===== src/rtl/frame_sync_ctrl.sv =====
// Frame-level handshake between the game CPU and the VGA controller. Coordinates are committed
// to the display shadow registers only on frame boundaries. Also debounces the jump button.
module frame_sync_ctrl #(
  parameter int unsigned COORD_W         = 32,
  parameter int unsigned DEBOUNCE_CYCLES = 1000000,
  parameter int unsigned CNT_W           = 20
) (
  input  logic               clk,
  input  logic               reset,
  input  logic               frame_tick,
  input  logic               cpu_done,
  input  logic               button_raw,
  input  logic [COORD_W-1:0] cpu_x_dino,
  input  logic [COORD_W-1:0] cpu_y_dino,
  input  logic [COORD_W-1:0] cpu_x_obs,
  input  logic [COORD_W-1:0] cpu_y_obs,
  output logic               screen_ready,
  output logic [COORD_W-1:0] disp_x_dino,
  output logic [COORD_W-1:0] disp_y_dino,
  output logic [COORD_W-1:0] disp_x_obs,
  output logic [COORD_W-1:0] disp_y_obs,
  output logic               button_press,
  output logic               button_pulse,
  output logic [15:0]        frame_count,
  output logic [7:0]         missed_frames
);

  localparam int unsigned SetW = 4 * COORD_W;
  localparam logic [CNT_W-1:0] DbMax = CNT_W'(DEBOUNCE_CYCLES - 1);

  typedef enum logic [1:0] {StIdle, StReq, StHold} state_e;

  state_e            state_q, state_d;
  logic [SetW-1:0]   cpu_set;
  logic [SetW-1:0]   pend_q, pend_d;
  logic [SetW-1:0]   disp_q, disp_d;
  logic [15:0]       frame_count_q, frame_count_d;
  logic [7:0]        missed_q, missed_d;
  logic              screen_ready_q, screen_ready_d;

  logic              done_s1_q, done_s2_q, done_prev_q;
  logic              done_rise;
  logic              btn_s1_q, btn_s2_q;
  logic [CNT_W-1:0]  db_cnt_q, db_cnt_d;
  logic              press_q, press_d;
  logic              pulse_q, pulse_d;

  assign cpu_set   = {cpu_x_dino, cpu_y_dino, cpu_x_obs, cpu_y_obs};
  assign done_rise = done_s2_q & ~done_prev_q;

  // Two-flop synchronizers plus the edge-detect history flop for cpu_done.
  always_ff @(posedge clk) begin
    if (reset) begin
      done_s1_q   <= 1'b0;
      done_s2_q   <= 1'b0;
      done_prev_q <= 1'b0;
      btn_s1_q    <= 1'b0;
      btn_s2_q    <= 1'b0;
    end else begin
      done_s1_q   <= cpu_done;
      done_s2_q   <= done_s1_q;
      done_prev_q <= done_s2_q;
      btn_s1_q    <= button_raw;
      btn_s2_q    <= btn_s1_q;
    end
  end

  always_comb begin
    state_d       = state_q;
    pend_d        = pend_q;
    disp_d        = disp_q;
    frame_count_d = frame_count_q;
    missed_d      = missed_q;
    unique case (state_q)
      StIdle: begin
        if (frame_tick) state_d = StReq;
      end
      StReq: begin
        if (frame_tick && done_rise) begin
          // CPU finished exactly on the boundary: commit directly, skip pending.
          disp_d        = cpu_set;
          frame_count_d = frame_count_q + 16'd1;
        end else if (frame_tick) begin
          if (missed_q != 8'hFF) missed_d = missed_q + 8'd1;
        end else if (done_rise) begin
          pend_d  = cpu_set;
          state_d = StHold;
        end
      end
      StHold: begin
        if (frame_tick) begin
          disp_d        = pend_q;
          frame_count_d = frame_count_q + 16'd1;
          state_d       = StReq;
        end
      end
      default: state_d = StIdle;
    endcase
    screen_ready_d = (state_d == StReq);
  end

  always_ff @(posedge clk) begin
    if (reset) begin
      state_q        <= StIdle;
      pend_q         <= '0;
      disp_q         <= '0;
      frame_count_q  <= '0;
      missed_q       <= '0;
      screen_ready_q <= 1'b0;
    end else begin
      state_q        <= state_d;
      pend_q         <= pend_d;
      disp_q         <= disp_d;
      frame_count_q  <= frame_count_d;
      missed_q       <= missed_d;
      screen_ready_q <= screen_ready_d;
    end
  end

  // Debounce: any disagreement must persist DEBOUNCE_CYCLES cycles before the output follows.
  always_comb begin
    db_cnt_d = db_cnt_q;
    press_d  = press_q;
    pulse_d  = 1'b0;
    if (btn_s2_q == press_q) begin
      db_cnt_d = '0;
    end else if (db_cnt_q == DbMax) begin
      db_cnt_d = '0;
      press_d  = btn_s2_q;
      pulse_d  = btn_s2_q;
    end else begin
      db_cnt_d = db_cnt_q + CNT_W'(1);
    end
  end

  always_ff @(posedge clk) begin
    if (reset) begin
      db_cnt_q <= '0;
      press_q  <= 1'b0;
      pulse_q  <= 1'b0;
    end else begin
      db_cnt_q <= db_cnt_d;
      press_q  <= press_d;
      pulse_q  <= pulse_d;
    end
  end

  assign screen_ready  = screen_ready_q;
  assign disp_x_dino   = disp_q[SetW-1 -: COORD_W];
  assign disp_y_dino   = disp_q[3*COORD_W-1 -: COORD_W];
  assign disp_x_obs    = disp_q[2*COORD_W-1 -: COORD_W];
  assign disp_y_obs    = disp_q[COORD_W-1:0];
  assign frame_count   = frame_count_q;
  assign missed_frames = missed_q;
  assign button_press  = press_q;
  assign button_pulse  = pulse_q;

endmodule


===== config.mk =====
export PLATFORM = sky130hd
export DESIGN_NAME = frame_sync_ctrl
export DESIGN_NICKNAME = d
export VERILOG_FILES = /design/src/rtl/frame_sync_ctrl.sv
export SDC_FILE = /design/constraint.sdc
export NUM_CORES = 1
export LEC_CHECK = 0
export CAP_MARGIN = 20
export CELL_PAD_IN_SITES_DETAIL_PLACEMENT = 0
export CELL_PAD_IN_SITES_GLOBAL_PLACEMENT = 1
export CORE_MARGIN = 1
export CORE_UTILIZATION = 36
export DETAILED_ROUTE_END_ITERATION = 10
export PLACE_DENSITY_LB_ADDON = 0.2
export SLEW_MARGIN = 40
export SYNTH_ARGS = -nofsm -noshare
export SYNTH_HDL_FRONTEND = slang
export SYNTH_SLANG_ARGS = --single-unit

===== constraint.sdc =====
create_clock -name clk -period 2.1 [get_ports clk]
set_input_delay 0.315 -clock clk [delete_from_list [all_inputs] [get_ports clk]]
set_output_delay 0.315 -clock clk [all_outputs]
set_load 0.01 [all_outputs]

==> results of run 1 <==
[path summary, 6_finish.rpt]
kind	cells past startpoint	endpoint	startpoint	slack, ps
worst min-delay path	2	pend_q[75]	reset	200
worst min register to register	1	btn_s2_q	btn_s1_q	440
worst max register to register	6	disp_q[65]	state_q[1]	220
worst max-delay path	1	frame_count[5]	frame_count[5]	170
[cell families (layout without fill, tap and decap cells)]
group	count (synthesis)	in the layout
compound gates	299	299
xor+xnor	25	25
fa+ha+maj	3	3
buf+inv	131	402
flops	310	310
mux	5	5
other cells	0	2
simple gates	768	768
[layout make-up]
cell class / instances / area, um^2 / share of cell area (%)
multi-input combinational: 1100 / 6010 / 34.5
timing repair buffer: 332 / 3480 / 19.9
clock inverter: 9 / 120 / 0.689
inverter: 8 / 30.0 / 0.172
clock buffer: 53 / 1030 / 5.88
tap: 455 / 569 / 3.26
antenna: 2 / 5.00 / 0.0287
sequential: 310 / 6210 / 35.6
[repair_timing]
item,4_1_cts,5_1_grt
hold endpoints to repair,0,0
hold buffers,0,0
setup endpoints to repair,0,6
resized for setup,0,1
[synth_stat cells (2+ instances only)]
| master | count |
|---|---|
| nand2_1 | 525 |
| dfxtp_1 | 310 |
| nor2_1 | 164 |
| a21oi_1 | 144 |
| a311oi_2 | 80 |
| clkbuf_1 | 68 |
| a311oi_1 | 48 |
| buf_2 | 35 |
| xnor2_1 | 16 |
| buf_4 | 13 |
| nand3_1 | 10 |
| nand4_1 | 10 |
| nor2b_1 | 10 |
| o21ai_0 | 10 |
| xor2_1 | 9 |
| inv_1 | 8 |
| or3_1 | 8 |
| nor4_1 | 7 |
| and4_1 | 6 |
| or4_1 | 6 |
| nor3_1 | 5 |
| and3_1 | 4 |
| buf_6 | 4 |
| mux2i_1 | 4 |
| o31ai_1 | 4 |
| buf_1 | 3 |
| ha_1 | 3 |
| nand2b_1 | 3 |
| a2111oi_0 | 2 |
| a211oi_1 | 2 |
| nand4b_1 | 2 |
| nor4b_1 | 2 |
| o211ai_1 | 2 |
[layout by cell type (no fill, tap or decap), types with 7 or more instances in the layout]
cell type / instances
nor2_1: 164
nand4_1: 10
nand3_1: 10
buf_12: 21
o21ai_0: 10
a21oi_1: 144
buf_4: 24
nor2b_1: 8
clkbuf_1: 12
a311oi_1: 48
nor4_1: 7
clkbuf_16: 37
nand2_1: 525
xor2_1: 9
dfxtp_1: 310
xnor2_1: 16
clkdlybuf4s50_1: 286
or3_1: 8
a311oi_2: 80
inv_1: 8
[routing by layer]
layer,wire length (um),vias to the layer above
met2,16400,250
met4,641,0
met1,15500,5261
met3,2800,46
li1,-,5731
met5,0,-
[flip-flops by register name (all words and copies together) (netlist names), 2 cells and up]
signal / cells
state_q: 2
pend_q: 128
frame_count: 16
db_cnt_q: 20
missed_frames: 8
disp_q: 128
[per-stage QoR]
stage | util, % | total power (uW) | hold WS, ps | instance area [um^2]
floorplan | - | 6510 | 414 | 12800
global placement | 46.9 | 7020 | 434 | 16300
detailed placement | 46.9 | 7030 | 439 | 16300
CTS | 50.2 | 13200 | 191 | 17400
global route | 50.2 | 13500 | 218 | 17400
finish | 50.3 | 13000 | 201 | 17400
[power breakdown]
group | internal [uW] | total (uW) | switching [uW]
Clock | 3740 | 6120 | 2380
Combinational | 457 | 879 | 422
Sequential | 5970 | 6010 | 43.6
==> impl_metrics.py, run 1 <==
metrics = {
    "detailed_routing": {
        "via_count": 11288,
        "dr.pass1.iters": 5,
        "wl_per_cell_um": 15.6,
        "drt_iter0_markers": 504,
        "via_per_inst": 4.97,
        "routed_wl_mm": 35.3,
        "route.detailed.drc": 0,
        "ant_nets": 0,
    },
    "logic_synthesis": {
        "ys.flop_type": "dfxtp_1",
        "synthSimpleGateAreaFrac_pct": 24.4,
        "yosysUniqueCellTypes": 47,
        "synth_area_um2": 12800,
        "avgSynthCellArea_um2": 8.30,
        "synth_top_family_by_area": "simple AND/OR/NAND/NOR gates",
        "synth_fa_ha_area_share_pct": 0.293,
        "synthTopCellsByArea": "dfxtp_1 (49%), nand2_1 (15%), a311oi_2 (9.4%)",
        "synth_mux_area_share_pct": 0.401,
        "ys_seq_area_share_pct": 48.5,
        "ys_ff_latch": 310,
        "synthesis.instances": 1541,
        "synth_compound_area_share_pct": 19.9,
        "yosys_warnings": 0,
        "synth_edf_count": 0,
        "synthArstFlopShare_pct": 0,
        "synth_top_cell_by_area": "dfxtp_1",
        "yosys.area_share.xor_xnor_pct": 1.71,
        "synth_nets": 1677,
        "netlist.area_leader.share_pct": 48.5,
    },
    "critical_path": {
        "critPathMaxFanout": 7,
        "cpPeakStageDelay_ps": 660,
        "worstSetupPathType": "reg2out",
        "cp_data_required_time_ps": 1780,
        "worstSetupEndpointType": "output port",
        "path_buf_inv": 1,
        "crit_family": "buffers and inverters",
        "path_cells": "clkdlybuf4s50_1",
        "start_kind": "flop",
        "cpMaxStageDelayCell": "clkdlybuf4s50_1",
        "critPathArrivalTime_ps": 1620,
    },
    "sta": {
        "hold_violations": 0,
        "rsz0062_at_grt": "false",
        "fin_setup_tns_ps": 0,
        "setup_slack_ps": 168,
        "fin_worst_skew_ps": 10.9,
        "slew_headroom_pct": 55.2,
        "timing.fmax_mhz": 518,
        "post-route-min-period_ps": 1930,
        "tightestPinTransition_ps": 672,
        "final.period_utilization_pct": 92.0,
        "drv_slew": 0,
        "setup_viol": 0,
    },
    "die": {
        "ios": 288,
        "rows": 68,
        "coreArea_um2": 34700,
        "start_util_pct": 36.9,
        "die_w_um": 191,
        "dieArea_um2": 36300,
        "die_y_um": 191,
    },
    "clock_tree": {
        "clock-root-buffer": "clkbuf_16",
        "cts.sinks": 310,
        "clk_pin_slew_ps": 60,
        "clockBufferDepth": 3,
        "post_cts_buffers": 0,
        "numCtsBuffers": 37,
        "clk_latency_ps": 500,
        "cts_tree": "done",
        "htree_levels": 2,
    },
    "global_routing": {
        "grt_pass1_wl_mm": 56.4,
        "busiest_layer": "met2",
        "use_met1_pct": 23.4,
        "grt_use_total_pct": 19.1,
        "overflow": 0,
        "grt_pass1_vias": 10737,
        "grt_use_met3_pct": 6.35,
        "grt_start_max_net_pins": 118,
        "antenna_found_initial": 1,
        "gr-usage-met2_pct": 31.9,
    },
    "flow_run": {
        "cap_violations": 0,
    },
    "finish": {
        "final_nets": 1925,
        "nFillCells": 3322,
        "final_cell_count_no_fill": 2269,
        "area_growth_pct": 36.4,
        "drive_gt1_share_pct": 10.4,
    },
    "place": {
        "portBuffers": 287,
        "place_ws_ps": -32.6,
        "place_hpwl_mm": 22.4,
        "dp_cells": 2205,
        "gp_congestion": 0.775,
    },
    "run_status": {
        "status": "complete, no violations",
    },
    "min_path": {
        "min_path_type": "in2reg",
    },
    "power_and_ir_drop": {
        "peakVddDrop_uv": 580,
        "p_leak_uw": 0.00571,
        "power.density_nw_per_um2": 746,
    },
}
No activity file was read; power rests on OpenSTA's default activity.
==> run 2, diff against run 1 <==
- CTS_BUF_LIST: default -> sky130_fd_sc_hd__clkbuf_2 sky130_fd_sc_hd__clkbuf_4 sky130_fd_sc_hd__clkbuf_8
==> impl_metrics.py, run 2 (synthesized netlist as in run 1, its figures left out) <==
metrics = {
    "run_status": {
        "status": "complete, no violations",
    },
    "die": {
        "die_w_um": 191,
        "rows": 68,
        "start_util_pct": 36.9,
        "die_y_um": 191,
        "coreArea_um2": 34700,
        "ios": 288,
        "dieArea_um2": 36300,
    },
    "finish": {
        "nFillCells": 3353,
        "final_cell_mix": "nand2_1 (525), dfxtp_1 (310), clkdlybuf4s50_1 (285), nor2_1 (164), a21oi_1 (144)",
        "final_nets": 1942,
        "drive_gt1_share_pct": 12.4,
        "diodes": 0,
        "reg_top3": "disp_q (128), pend_q (128), db_cnt_q (20)",
        "area_growth_pct": 35.8,
        "stdcell_area_um2": 17400,
        "layout_commonest_cell": "nand2_1",
        "final_util_pct": 50.0,
    },
    "detailed_routing": {
        "via_per_inst": 4.94,
        "routed_wl_mm": 35.7,
        "route.detailed.drc": 0,
        "wl_per_cell_um": 15.6,
        "via_count": 11343,
        "ant_nets": 0,
        "drt_iter0_markers": 499,
        "dr.pass1.iters": 5,
    },
    "critical_path": {
        "start_kind": "flop",
        "critPathMaxFanout": 8,
        "path_buf_inv": 1,
        "worstSetupPathType": "reg2out",
        "rrSetupSlack_ps": 230,
        "cp_data_required_time_ps": 1780,
        "critPathArrivalTime_ps": 1690,
        "worstSetupEndpointType": "output port",
        "cpPeakStageDelay_ps": 650,
        "cpMaxStageDelayCell": "clkdlybuf4s50_1",
        "path_cells": "clkdlybuf4s50_1",
        "crit_family": "buffers and inverters",
    },
    "sta": {
        "slew_headroom_pct": 53.4,
        "final.period_utilization_pct": 95.3,
        "tightestPinTransition_ps": 699,
        "drv_slew": 0,
        "setup_slack_ps": 99.5,
        "timing.fmax_mhz": 500,
        "fin_setup_tns_ps": 0,
        "hold_violations": 0,
        "setup_viol": 0,
        "fin_worst_skew_ps": 14.3,
        "hold_slack_ps": 135,
        "rsz0062_at_grt": "false",
        "post-route-min-period_ps": 2000,
    },
    "clock_tree": {
        "htree_levels": 2,
        "post_cts_resized": 0,
        "post_cts_buffers": 0,
        "cts_tree": "done",
        "clock-root-buffer": "clkbuf_8",
        "postCtsHoldBufs": 0,
        "clk_pin_slew_ps": 60,
        "clk_latency_ps": 580,
        "cts.sinks": 310,
        "numCtsBuffers": 54,
        "clockBufferDepth": 3,
    },
    "global_routing": {
        "overflow": 0,
        "antenna_found_initial": 0,
        "grt_pass1_vias": 10824,
        "grt_start_max_net_pins": 118,
        "grt_pass1_wl_mm": 56.8,
        "grt_use_total_pct": 19.4,
    },
    "min_path": {
        "min_path_type": "in2reg",
    },
    "place": {
        "gp_congestion": 0.775,
        "place_hpwl_mm": 22.4,
        "place_ws_ps": -32.6,
        "portBuffers": 287,
        "placed_area_um2": 16300,
    },
    "power_and_ir_drop": {
        "peakVddDrop_uv": 495,
        "power.density_nw_per_um2": 714,
        "p_leak_uw": 0.00574,
    },
    "flow_run": {
        "cap_violations": 0,
    },
}
## run 2: changes by cell type in the layout (fill, tap and decap cells not counted), moves of 3 or more
| cell | before | now |
|---|---|---|
| clkbuf_8 | 4 | 65 |
| clkbuf_16 | 37 | 0 |
| clkbuf_4 | 0 | 22 |
| clkbuf_1 | 12 | 0 |
| bufinv_16 | 3 | 0 |
| clkinv_2 | 6 | 1 |
## run 2: final timing paths
check | startpoint | endpoint | cells after the start
setup / recovery | missed_frames[2] | missed_frames[2] | 1
hold / removal | reset | pend_q[81] | 2
setup reg to reg | state_q[1] | frame_count[9] | 5
hold reg to reg | btn_s1_q | btn_s2_q | 1
## run 2: power breakdown
part / total [uW] / internal, uW / leakage [uW] / switching, uW
clock network: 5510 / 3140 / 0.000573 / 2360
logic: 879 / 457 / 0.00266 / 422
registers: 6010 / 5970 / 0.00250 / 43.8
total: 12400 / 9570 / 0.00574 / 2830
## run 2: area by class of cell
type	instances	area, um^2	share of cell area [%]
repair buffers	332	3480	20.0
inverters	8	30.0	0.173
flip-flops and latches	310	6210	35.7
well taps	455	569	3.28
clock buffers	87	1060	6.10
multi-input cells	1100	6010	34.6
clock inverters	2	12.5	0.0720
## run 2: metrics by stage
stage / std cells / total power, uW
2_1_floorplan: 1541 / 6510
3_3_place_gp: 2205 / 7020
3_5_place_dp: 2205 / 7030
4_1_cts: 2294 / 12600
5_1_grt: 2294 / 13000
6_report: 2294 / 12400
## run 2: routing by layer
layer | share of wire, % | global-route usage [%] | wire [um] | up-vias
met5 | 0 | 0 | 0 | -
met4 | 2.2 | 5.97 | 792 | 0
met3 | 8.6 | 7.29 | 3080 | 56
met2 | 46 | 31.9 | 16400 | 251
met1 | 43 | 23.4 | 15400 | 5268
li1 | - | - | - | 5768
